### src/rtl/shift_arbiter.sv
// shift_arbiter: round-robin sharing of one 8-bit combinational barrel shifter
// between two valid/ready requesters. A three-state FSM latches the granted
// request, registers the shift result and holds it until the response is taken.

module barrelshifter (
    input  logic [7:0] in,
    input  logic [2:0] shamt,
    input  logic       dir,
    output logic [7:0] out
);

    // Logical shift with zero fill; dir=1 shifts left, dir=0 shifts right.
    always_comb begin
        if (dir) begin
            out = in << shamt;
        end else begin
            out = in >> shamt;
        end
    end

endmodule

module shift_arbiter #(
    parameter int CNT_W = 16
) (
    input  logic             clk,
    input  logic             rst_n,
    input  logic [1:0]       req_valid,
    output logic [1:0]       req_ready,
    input  logic [7:0]       req_in0,
    input  logic [7:0]       req_in1,
    input  logic [2:0]       req_shamt0,
    input  logic [2:0]       req_shamt1,
    input  logic             req_dir0,
    input  logic             req_dir1,
    output logic [1:0]       rsp_valid,
    input  logic [1:0]       rsp_ready,
    output logic [7:0]       rsp_data,
    output logic             busy,
    output logic [CNT_W-1:0] ops_done
);

    typedef enum logic [1:0] {
        ST_IDLE  = 2'd0,
        ST_SHIFT = 2'd1,
        ST_RESP  = 2'd2
    } state_t;

    state_t           state_q;
    logic             last_grant_q;
    logic             cur_id_q;
    logic [7:0]       op_in_q;
    logic [2:0]       op_shamt_q;
    logic             op_dir_q;
    logic [7:0]       rsp_data_q;
    logic [1:0]       rsp_valid_q;
    logic             busy_q;
    logic [CNT_W-1:0] ops_done_q;
    logic [CNT_W-1:0] ops_done_d;

    logic             grant_s;
    logic [1:0]       req_ready_s;
    logic             req_fire_s;
    logic             rsp_fire_s;
    logic [7:0]       shift_out_s;

    barrelshifter u_shifter (
        .in    (op_in_q),
        .shamt (op_shamt_q),
        .dir   (op_dir_q),
        .out   (shift_out_s)
    );

    // Round-robin grant: a lone requester wins; on a tie the one not granted last wins.
    always_comb begin
        grant_s = 1'b0;
        case (req_valid)
            2'b01:   grant_s = 1'b0;
            2'b10:   grant_s = 1'b1;
            2'b11:   grant_s = ~last_grant_q;
            default: grant_s = 1'b0;
        endcase
    end

    // Ready only in IDLE and only toward the granted, valid requester.
    always_comb begin
        req_ready_s = 2'b00;
        if ((state_q == ST_IDLE) && (req_valid != 2'b00)) begin
            req_ready_s = grant_s ? 2'b10 : 2'b01;
        end else begin
            req_ready_s = 2'b00;
        end
    end

    assign req_fire_s = |(req_valid & req_ready_s);
    assign rsp_fire_s = cur_id_q ? rsp_ready[1] : rsp_ready[0];
    assign ops_done_d = ops_done_q + {{(CNT_W-1){1'b0}}, 1'b1};

    // Operation FSM: capture request, register shifter result, hold until accepted.
    always_ff @(posedge clk or negedge rst_n) begin
        if (!rst_n) begin
            state_q      <= ST_IDLE;
            last_grant_q <= 1'b1;
            cur_id_q     <= 1'b0;
            op_in_q      <= 8'h00;
            op_shamt_q   <= 3'd0;
            op_dir_q     <= 1'b0;
            rsp_data_q   <= 8'h00;
            rsp_valid_q  <= 2'b00;
            busy_q       <= 1'b0;
            ops_done_q   <= {CNT_W{1'b0}};
        end else begin
            case (state_q)
                ST_IDLE: begin
                    if (req_fire_s) begin
                        op_in_q      <= grant_s ? req_in1 : req_in0;
                        op_shamt_q   <= grant_s ? req_shamt1 : req_shamt0;
                        op_dir_q     <= grant_s ? req_dir1 : req_dir0;
                        cur_id_q     <= grant_s;
                        last_grant_q <= grant_s;
                        busy_q       <= 1'b1;
                        state_q      <= ST_SHIFT;
                    end
                end
                ST_SHIFT: begin
                    rsp_data_q  <= shift_out_s;
                    rsp_valid_q <= cur_id_q ? 2'b10 : 2'b01;
                    state_q     <= ST_RESP;
                end
                ST_RESP: begin
                    if (rsp_fire_s) begin
                        rsp_valid_q <= 2'b00;
                        ops_done_q  <= ops_done_d;
                        busy_q      <= 1'b0;
                        state_q     <= ST_IDLE;
                    end
                end
                default: begin
                    rsp_valid_q <= 2'b00;
                    busy_q      <= 1'b0;
                    state_q     <= ST_IDLE;
                end
            endcase
        end
    end

    assign req_ready = req_ready_s;
    assign rsp_valid = rsp_valid_q;
    assign rsp_data  = rsp_data_q;
    assign busy      = busy_q;
    assign ops_done  = ops_done_q;

endmodule

### config.mk
export PLATFORM = sky130hd
export DESIGN_NAME = shift_arbiter
export DESIGN_NICKNAME = d
export VERILOG_FILES = /design/src/rtl/shift_arbiter.sv
export SDC_FILE = /design/constraint.sdc
export NUM_CORES = 1
export LEC_CHECK = 0
export CORE_MARGIN = 2
export CORE_UTILIZATION = 45
export DETAILED_ROUTE_END_ITERATION = 10
export PLACE_DENSITY = 0.72
export RECOVER_POWER = 50
export SETUP_SLACK_MARGIN = 0.1
export SYNTH_ARGS = -nofsm -noshare
export SYNTH_HDL_FRONTEND = slang
export SYNTH_HIERARCHICAL = 1
export SYNTH_SLANG_ARGS = --single-unit
### constraint.sdc
create_clock -name clk -period 2 [get_ports clk]
set_input_delay 0.6 -clock clk [delete_from_list [all_inputs] [get_ports clk]]
set_output_delay 0.6 -clock clk [all_outputs]
set_load 0.01 [all_outputs]
# Word-level counts from Yosys, hierarchy flattened
# Index checks and enable logic that the tools add are counted.
[totals] out_inout_bits=29 ff_bits=43 inputBits=30 word_cells=48
[classes] shifts=2 n_addsub=1 bitwise_logic=4 n_reduce_logical=9 n_eq_ne=6 muxes=16
[op_table] cell="16-bit by 1-bit adder with 16-bit output (second input constant)" count=1
[op_table] cell="8-bit 2-to-1 mux" count=2
[op_table] cell="2-bit one-hot mux with 3 select lines" count=2
[op_table] cell="2-bit 2-to-1 mux" count=5
[op_table] cell="2-bit AND reduction" count=4
[op_table] cell="8-bit by 3-bit left shift with 8-bit output" count=1
[op_table] cell="8-bit by 3-bit right shift with 8-bit output" count=1
[op_table] cell="2-bit == test (second input constant)" count=3
[op_table] cell="1-bit 2-to-1 mux" count=4
[op_table] cell="2-bit != test (second input constant)" count=2
[op_table] cell="3-bit 2-to-1 mux" count=1
[op_table] cell="1-bit inverter" count=3
[op_table] cell="1-bit one-hot mux with 3 select lines" count=1
[op_table] cell="3-bit AND reduction" count=1
[op_table] cell="2-bit bitwise AND" count=1
[op_table] cell="2-bit by 1-bit == test with 1-bit output (second input constant)" count=1
[op_table] cell="2-bit logical NOT" count=1
[op_table] cell="1-bit one-hot mux with 2 select lines" count=1
[op_table] cell="2-bit nonzero test" count=1
[op_table] cell="2-bit OR reduction" count=1
[op_table] cell="1-bit logical AND" count=1

# Logic depth before layout (Yosys ltp)
# Gate-level depths: netlist of run 1.
[depth] depth_word=8 mapped_depth=7 ltp_nobuf=5

# By module
# Netlist of run 1, hierarchy kept.
[by_module_without_submodules] mod="shift_arbiter" cells_each=144 seq_area_each_um2=1077.3 area_per_inst_um2=1869.3 n_inst=1
[by_module_without_submodules] mod="barrelshifter" cells_each=78 seq_area_each_um2=0.0 area_per_inst_um2=500.5 n_inst=1

# Worst setup path after synthesis of run 1
# OpenSTA, ideal clock, no wires.
[synth_path] path_kind="register -> output" from="register state_q[0]" to="output req_ready[1]" required_ps=1400 slack_ps=273 t_arrival_ps=1127 n_path_buf=2 path_stages_with_launch=6 path_cell_list="dfrtp_1 -> buf_2 -> nor2_1 -> nand2_1 -> a21oi_2 -> buf_2"
[synth_between] elab_chain_cells=3
[synth_lines] item="from (decl)" line="49" source="state_t state_q;"
[synth_lines] item="from (signal assigned)" line="102" source="state_q <= ST_IDLE;"
[synth_lines] item="from (signal assigned)" line="122" source="state_q <= ST_SHIFT;"
[synth_lines] item="from (signal assigned)" line="128" source="state_q <= ST_RESP;"
[synth_lines] item="2-bit logical NOT" line="88" source="if ((state_q == ST_IDLE) && (req_valid != 2'b00)) begin"
[synth_lines] item="1-bit logical AND" line="88"
[synth_lines] item="2-bit 2-to-1 mux" line="88"
[synth_lines] item="to (decl)" line="29" source="output logic [1:0] req_ready,"
# Every way passes these cells.

# Final worst setup path of run 1
[layout_path] from="register ops_done_q[10], in the netlist ops_done[10]" to="output ops_done[10]"
[layout_lines] item="from (decl)" line="58" source="logic [CNT_W-1:0] ops_done_q;"
[layout_lines] item="from (signal assigned)" line="111" source="ops_done_q <= {CNT_W{1'b0}};"
[layout_lines] item="from (signal assigned)" line="133" source="ops_done_q <= ops_done_d;"
[layout_lines] item="to (decl)" line="40" source="output logic [CNT_W-1:0] ops_done"
# No word-level cell between the ends.

==> impl_metrics.yaml, run 1 <==
global_route:
  grt_antenna_before_repair: 0
  grt_start_max_net_pins: 44
  grt_overflow_total: 0
  via_count_of_the_first_global_routing_pass: 1906
  overall_fraction_of_global_route_tracks_in_use_pct: 19.0
  grt_first_pass_wirelength_um: 9070
routing:
  avgRoutedWirePerCell_um: 14.1
  wl_um: 5320
  drc: 0
  drt-pass1-iter-count: 4
  vias: 2004
  dr.first_iter.drc_count: 187
  ant_nets: 0
  detail_route.vias_per_cell: 5.32
yosys:
  synthDistinctLibCells: 49
  yosysSeqAreaShare_pct: 45.5
  synth_area_per_cell_um2: 10.7
  synth_edf_count: 0
  ys_ff_latch: 43
  synth_async_sr_flop_share_pct: 100
  postSynthNetCount: 253
  syn-instance-count: 222
  synthesis.yosys.warnings: 6
  synth-main-ff-cell: "dfrtp_1"
  mappedNetlistArea_um2: 2370
finish:
  fin_nets: 337
  antenna_cells_inserted: 0
  seq_cell_area_um2: 1080
  fillerInstances: 417
  area_delta_synth_final_pct: 39.6
  layout.cells.non_filler: 377
  multiInputGateArea_um2: 1210
  final_layout_size_suffix_gt1_share_pct: 20.8
sta:
  worstMarginPinSlew_ns: 1.04
  fmax_mhz: 543
  holdWs_ns: 0.478
  clock-skew-final_ns: 0.00927
  fin_ws_ns: 0.159
  rsz0062_at_grt: "no"
  setup_tns_ns: 0
  setup-violations-final: 0
  post_route_clock_period_utilization_pct: 92.0
  slew_headroom_pct: 30.4
  crit_path_time_final_ns: 1.84
  slew_violations: 0
  final-hold-violation-count: 0
worst_setup_path:
  cp_data_required_time_ns: 1.40
  worst_path_largest_cell_delay_ns: 0.55
  timing.reg2reg.worst_path_depth: 6
  startpoint_type: "register"
  worstSetupStartpoint: "ops_done[10]"
  worst_path_cell_chain: "clkdlybuf4s50_1"
  crit_buf_inv: 1
  regToRegSetupSlack_ns: 0.21
  crit-reg2reg-launch: "op_shamt_q[0]"
  endpoint_kind_of_the_worst_setup_timing_path: "primary output"
  timing.critical_path.fanout_max: 3
  critical_path_depth: 1
  path_delay_family: "buffers and inverters"
  path_class: "reg2out"
  worst_setup_path_endpoint: "ops_done[10]"
  critical-path-slowest-cell: "clkdlybuf4s50_1"
  worstReg2RegEnd: "rsp_data[4]"
  crit_arrival_ns: 1.24
die:
  initial_core_util_pct: 46.4
  floorplan.io_pins: 59
  design.die.area_um2: 5860
  placementRows: 26
  fp.coreArea_um2: 5110
  die-height_um: 76.6
  chipWidth_um: 76.6
worst_hold_path:
  hold_path.class: "reg2reg"
placement:
  placedCellCount: 355
  pre_cts_slack_ns: -0.450
  port-buffer-count: 58
  globalplace.congestion: 0.913
  detailed_place_hpwl_um: 3920
clock_tree:
  tritoncts: "yes"
  clk_transition_reported_paths_ns: 0.09
  clockRootBuffer: "clkbuf_8"
  cts_htree_levels: 2
  clk_path_buf_depth: 2
  cts_inserted_buffers: 5
  worstSkewPairLatency_ns: 0.30
  clock_sink_count: 43
power:
  cellPowerDensity_nw_per_um2: 1360
  power_uw: 4510
  p_leak_uw: 0.00151
  vdd_ir_max_mv: 0.829
outcome:
  run_status: "complete, no violations"
run:
  cap_violations: 0
## worst min-delay path by stage
| stage | startpoint | end | depth (start not counted) |
|---|---|---|---|
| after floorplan | rst_n | busy | 0 |
| after global placement | ops_done[15] | ops_done[15] | 1 |
| after detailed placement | ops_done[15] | ops_done[15] | 1 |
| after CTS | rst_n | ops_done[0] | 2 |
| after global routing | ops_done[15] | ops_done[15] | 1 |
| final | ops_done[15] | ops_done[15] | 1 |
## cell families after synthesis
family	after synthesis	synth area share, %
AO/OA/AOI/OAI	44	14.7
XOR/XNOR	15	5.54
adder cells (fa/ha/maj)	1	0.528
buffers and inverters	16	3.85
flip-flops	43	45.5
multiplexers	21	9.71
AND/OR/NAND/NOR	82	20.2
## cell usage in the layout, fill, tap and decap left out, drive strengths merged, types with 9 or more instances in the layout
cell type and instances:
clkdlybuf4s50 50, dfrtp 42, buf 31, nand2 19, a221o 14, and2 13
mux2i 11, nor2 11, mux2 10, xnor2 9, nand3 9
## state kept, by name (all words and copies together), names as in the netlist
register      count
op_shamt_q        3
busy              1
rsp_data          8
rsp_valid         2
ops_done         16
state_q           2
last_grant_q      1
op_in_q           8
op_dir_q          1
cur_id_q          1
## stage by stage
stage               instance area [µm²]  utilization [%]
finish                             3310             64.8
global placement                   3080             60.4
detailed placement                 3080             60.4
floorplan                          2370                -
global route                       3310             64.8
CTS                                3220             63.1
## Yosys cell counts (all sizes together), types with 2 or more instances
cell type   n  area [µm²]
nor2       11        41.3
mux2       10         116
buf        10        68.8
a32oi       2        17.5
a221o      14         140
nor2b       4        25.0
inv         4        15.0
dfrtp      42        1050
a21o        3        22.5
a21oi       5        28.8
a311oi      2        17.5
o211ai      2        15.0
o21ai       8        40.0
xnor2       9        78.8
and3        4        30.0
nor3        5        41.3
nand4       3        18.8
xor2        6        52.6
and2       13        81.3
clkbuf      2        7.51
and4        3        27.5
nand2b      7        43.8
nand2      19        71.3
mux2i      11         114
nand3       9        45.0
## metal layers
layer	wire length [µm]	vias up	GRT usage, %
met1	2480	960	25.7
li1	-	981	-
met4	93	0	6.55
met2	2550	53	30.9
met3	202	10	3.44
met5	0	-	0
## report_power, final
part	total, µW	internal (µW)	switching, µW
sequential	1550	1190	365
combinational	2280	1230	1050
clock	674	372	302
## area by class of cell
cell class,count,area share (%)
inverters,4,0.454
multi-input cells,163,36.5
flip-flops and latches,43,32.7
clock inverters,3,1.32
repair buffers,89,24.3
clock buffers,5,2.08
well taps,70,2.65
## timing repair
item / CTS / global route
resized for setup: 8 / 10
setup buffers: 3 / 11
hold buffers: 0 / 0
setup endpoints to repair: 6 / 15
Power figures use the tool's default switching activity.
==> run 2, diff against run 1 <==
--- a/config.mk
+++ b/config.mk
@@ -6,9 +6,9 @@
 export NUM_CORES = 1
 export LEC_CHECK = 0
 export CORE_MARGIN = 2
-export CORE_UTILIZATION = 45
+export CORE_UTILIZATION = 49
 export DETAILED_ROUTE_END_ITERATION = 10
-export PLACE_DENSITY = 0.72
+export PLACE_DENSITY = 0.78
 export RECOVER_POWER = 50
 export SETUP_SLACK_MARGIN = 0.1
 export SYNTH_ARGS = -nofsm -noshare
==> run 2 against run 1 <==
Net effect:
- wire length is 0.32% lower
- first-iteration DRC count fell by 40%
- die area shrank 7.7%
- combinational power hardly changed
- via count about the same
- count of clock-buffer cells in the layout increased by 1
- hold slack got worse by 0.0045 ns
- clock skew fell by 0.0021 ns
- largest power group unchanged
==> impl_metrics.yaml, run 2 (synthesis gave the netlist of run 1 again) <==
sta:
  rsz0062_at_grt: "yes"
  slew_headroom_pct: 30.0
  setup-violations-final: 0
  holdWs_ns: 0.474
  slew_violations: 0
  clock-skew-final_ns: 0.00716
  fin_ws_ns: 0.0939
  fmax_mhz: 525
  post_route_clock_period_utilization_pct: 95.3
  final-hold-violation-count: 0
  crit_path_time_final_ns: 1.91
  worstMarginPinSlew_ns: 1.05
outcome:
  run_status: "complete, no violations"
die:
  chipWidth_um: 73.5
  initial_core_util_pct: 50.5
  fp.coreArea_um2: 4690
  floorplan.io_pins: 59
  design.die.area_um2: 5410
  placementRows: 25
  die-height_um: 73.5
clock_tree:
  clockRootBuffer: "clkbuf_8"
  clk_transition_reported_paths_ns: 0.08
  cts_inserted_buffers: 5
  tritoncts: "yes"
  worstSkewPairLatency_ns: 0.30
  clock_sink_count: 43
  clk_path_buf_depth: 2
  cts_htree_levels: 2
finish:
  fin_nets: 333
  final_cell_mix: "52 x clkdlybuf4s50_1, 38 x dfrtp_1, 25 x buf_4"
  utilization_pct: 68.7
  area_delta_synth_final_pct: 36.1
  layout.cells.non_filler: 357
  final_layout_size_suffix_gt1_share_pct: 19.5
  largest_reg_flops: 16
  antenna_cells_inserted: 0
  mostFrequentLayoutCell: "clkdlybuf4s50_1"
global_route:
  overall_fraction_of_global_route_tracks_in_use_pct: 20.3
  grt_overflow_total: 0
  grt_antenna_before_repair: 0
  grt_start_max_net_pins: 44
  via_count_of_the_first_global_routing_pass: 1767
  grt_first_pass_wirelength_um: 8450
worst_hold_path:
  hold_path.startpoint: "ops_done[15]"
  worstHoldEndpoint: "ops_done[15]"
  hold_path.class: "reg2reg"
  min_delay_path_depth: 1
worst_setup_path:
  worstSetupStartpoint: "req_valid[1]"
  regToRegSetupSlack_ns: 0.20
  startpoint_type: "input port"
  crit_buf_inv: 2
  worstReg2RegEnd: "rsp_data[0]"
  path_delay_family: "buffers and inverters"
  cp_data_required_time_ns: 1.40
  crit_top_cell: "dlygate4sd2_1"
  timing.reg2reg.worst_path_depth: 5
  crit-reg2reg-launch: "op_shamt_q[0]"
  crit_arrival_ns: 1.31
  critical_path_depth: 4
  endpoint_kind_of_the_worst_setup_timing_path: "primary output"
  worst_path_cell_chain: "dlygate4sd2_1 > nand2_1 > a21oi_2 > dlygate4sd2_1"
  worst_path_largest_cell_delay_ns: 0.28
  path_class: "in2out"
  critical-path-slowest-cell: "dlygate4sd2_1"
  timing.critical_path.fanout_max: 3
power:
  p_leak_uw: 0.00146
  cellPowerDensity_nw_per_um2: 1350
  vdd_ir_max_mv: 0.857
routing:
  met3_wl_um: 189
  routed-wl-met2_um: 2580
  drt-pass1-iter-count: 5
  wl_um: 5300
  detail_route.vias_per_cell: 5.61
  topRoutingLayerUsed: "met4"
  ant_nets: 0
  dr.first_iter.drc_count: 113
  wl_met1_um: 2440
  drc: 0
  avgRoutedWirePerCell_um: 14.9
  vias: 2003
placement:
  port-buffer-count: 58
  globalplace.congestion: 0.888
  pre_cts_slack_ns: -0.457
  placedCellCount: 338
  detailed_place_hpwl_um: 3870
run:
  cap_violations: 0
## run 2: worst register-to-register path, cell delays in order, from the launching register on
cell,delay (ns)
dfrtp_2,0.55
mux2i_1,0.33
nor2_1,0.11
and3_1,0.19
a211o_1,0.27
mux2_2,0.26
## run 2: per-layer routing
layer,up-vias,GRT usage (%)
li1,976,-
met1,967,30.1
met2,52,30.3
met3,8,3.29
met4,0,6.67
met5,-,0
## run 2: layout make-up
| type | count | area (µm²) |
|---|---|---|
| fill | 374 | 1470 |
| multi-input combinational | 163 | 1210 |
| sequential | 43 | 1080 |
| timing repair buffer | 85 | 766 |
| clock buffer | 6 | 72.6 |
| tap | 54 | 67.6 |
| inverter | 4 | 15.0 |
| clock inverter | 2 | 12.5 |
## run 2: timing repair
| item | in CTS | in global routing |
|---|---|---|
| hold buffers | 0 | 0 |
| gates cloned | 0 | 0 |
| resized for setup | 10 | 4 |
| pin swaps | 1 | 0 |
| buffers inserted | 4 | 7 |
| setup endpoints to repair | 10 | 9 |
## run 2: power by group
part / internal, µW / total (µW) / switching, µW
combinational: 1220 / 2270 / 1050
clock: 244 / 538 / 294
sequential: 1190 / 1540 / 350
## run 2: through the flow
step	setup TNS (ns)	total power, µW	instance area (µm²)
floorplan	0	2980	2370
global placement	-1.13	3760	3070
detailed placement	-1.63	3790	3070
CTS	0	4370	3190
global route	0	4650	3220
finish	0	4350	3220
## run 2: worst max path at each step
stage                         endpoint  slack, ns
after floorplan           req_ready[1]       0.27
after global placement    req_ready[0]      -0.43
after detailed placement  req_ready[1]      -0.46
after CTS                 req_ready[1]       0.05
after global routing      req_ready[1]       0.01
final                     req_ready[1]       0.09
==> run 3, diff against run 2 <==
--- a/config.mk
+++ b/config.mk
@@ -9,7 +9,7 @@
 export CORE_UTILIZATION = 49
 export DETAILED_ROUTE_END_ITERATION = 10
 export PLACE_DENSITY = 0.78
-export RECOVER_POWER = 50
+export RECOVER_POWER = 100
 export SETUP_SLACK_MARGIN = 0.1
 export SYNTH_ARGS = -nofsm -noshare
 export SYNTH_HDL_FRONTEND = slang
==> run 3 against run 2 <==
Net effect:
- final area decreased by 0.78%
- global-route usage unchanged
- clock skew down 0.0024 ns
- final cell count is the same
- sequential share of layout area increased by 0.26 points
- clock power shrank 0.7%
- flip-flop and latch count is the same
- combinational power shrank 3%
- non-clock buffer count did not move
- worst setup slack got worse by 0.050 ns
- first-iteration DRC count is 1.8% lower
- critical path type is now reg2out
==> impl_metrics.yaml, run 3 (synthesis gave the netlist of run 1 again) <==
worst_setup_path:
  cp_data_required_time_ns: 1.40
  worst_path_cell_chain: "dlygate4sd3_1"
  regToRegSetupSlack_ns: 0.15
  worst_path_largest_cell_delay_ns: 0.61
  crit_arrival_ns: 1.36
  startpoint_type: "register"
  timing.critical_path.fanout_max: 3
  path_class: "reg2out"
  critical-path-slowest-cell: "dlygate4sd3_1"
  endpoint_kind_of_the_worst_setup_timing_path: "primary output"
  path_delay_family: "buffers and inverters"
  crit_buf_inv: 1
die:
  design.die.area_um2: 5410
  floorplan.io_pins: 59
  chipWidth_um: 73.5
  fp.coreArea_um2: 4690
  placementRows: 25
  die-height_um: 73.5
  initial_core_util_pct: 50.5
clock_tree:
  cts_htree_levels: 2
  tritoncts: "yes"
  cts.hold.buffers_added: 0
  clockRootBuffer: "clkbuf_8"
  worstSkewPairLatency_ns: 0.29
  cts_inserted_buffers: 5
  clk_path_buf_depth: 2
  clock_sink_count: 43
  clk_transition_reported_paths_ns: 0.08
sta:
  post_route_clock_period_utilization_pct: 97.8
  fmax_mhz: 511
  holdWs_ns: 0.468
  slew_headroom_pct: 29.0
  rsz0062_at_grt: "yes"
  worstMarginPinSlew_ns: 1.07
  final-hold-violation-count: 0
  slew_violations: 0
  clock-skew-final_ns: 0.00474
  setup-violations-final: 0
  crit_path_time_final_ns: 1.96
finish:
  largest_reg_flops: 16
  fin_nets: 333
  utilization_pct: 68.2
  antenna_cells_inserted: 0
  mostFrequentLayoutCell: "dfrtp_1"
  layout.cells.non_filler: 357
  final_layout_size_suffix_gt1_share_pct: 17.5
  final_design_area_no_fill_um2: 3200
  area_delta_synth_final_pct: 35.0
  final_cell_mix: "38 x dfrtp_1, 26 x clkdlybuf4s50_1, 26 x dlygate4sd3_1"
global_route:
  grt_overflow_total: 0
  overall_fraction_of_global_route_tracks_in_use_pct: 20.3
  grt_first_pass_wirelength_um: 8450
  grt_antenna_before_repair: 0
  via_count_of_the_first_global_routing_pass: 1767
  grt_start_max_net_pins: 44
placement:
  dpl-instance-area_um2: 3070
  placedCellCount: 338
  globalplace.congestion: 0.888
  port-buffer-count: 58
  detailed_place_hpwl_um: 3870
power:
  p_leak_uw: 0.00148
  cellPowerDensity_nw_per_um2: 1330
  power_uw: 4260
  vdd_ir_max_mv: 0.855
routing:
  ant_nets: 0
  detail_route.vias_per_cell: 5.66
  drt-pass1-iter-count: 7
  wl_um: 5310
  dr.first_iter.drc_count: 111
  avgRoutedWirePerCell_um: 14.9
  drc: 0
  vias: 2020
run:
  cap_violations: 0
worst_hold_path:
  hold_path.class: "reg2reg"
outcome:
  run_status: "complete, no violations"
-- run 3: cell types whose count changed in the layout (fill, tap and decap cells not counted), moves of 3 or more --
| cell | before | now |
|---|---|---|
| clkdlybuf4s50_1 | 52 | 26 |
| clkbuf_1 | 2 | 5 |
| buf_4 | 25 | 22 |
| dlygate4sd3_1 | 0 | 26 |
-- run 3: layout make-up --
class                           count  area [µm²]
Clock buffer                        6        72.6
Clock inverter                      2        12.5
Fill cell                         380        1490
Inverter                            4        15.0
Multi-Input combinational cell    163        1200
Sequential cell                    43        1080
Tap cell                           54        67.6
Timing Repair Buffer               85         752
-- run 3: report_power, final --
group	leakage, µW	internal, µW	switching, µW
registers	0.000540	1190	342
clock network	0.0000412	244	290
logic	0.000896	1150	1050
total	0.00148	2580	1680
-- run 3: repair_timing --
action                     in CTS  in global routing
pin swaps                       1                  0
setup endpoints to repair      10                  9
buffers inserted                4                  7
gates resized for setup        10                  4
-- run 3: per-layer routing --
layer,part of all wire [%],vias to the layer above,track usage [%]
met5,0,-,0
met4,1.8,0,6.67
met3,5.2,8,3.29
met2,48,68,30.3
met1,45,968,30.1
li1,-,976,-
-- run 3: per-stage QoR --
stage / worst slack (ns) / setup TNS (ns)
after floorplan: 0.273 / 0
after global placement: -0.434 / -1.13
after detailed placement: -0.457 / -1.63
after CTS: 0.0530 / 0
after global routing: 0.0107 / 0
final: 0.0439 / 0
-- run 3: final timing paths --
path / cells past startpoint / startpoint / to
max in group asynchronous: 2 / rst_n / ops_done[2]
max reg2reg: 5 / op_shamt_q[0] / rsp_data[1]
max: 1 / ops_done[3] / ops_done[3]
min: 1 / ops_done[15] / ops_done[15]
min in group asynchronous: 2 / rst_n / op_in_q[2]
min reg2reg: 1 / ops_done[15] / ops_done[15]
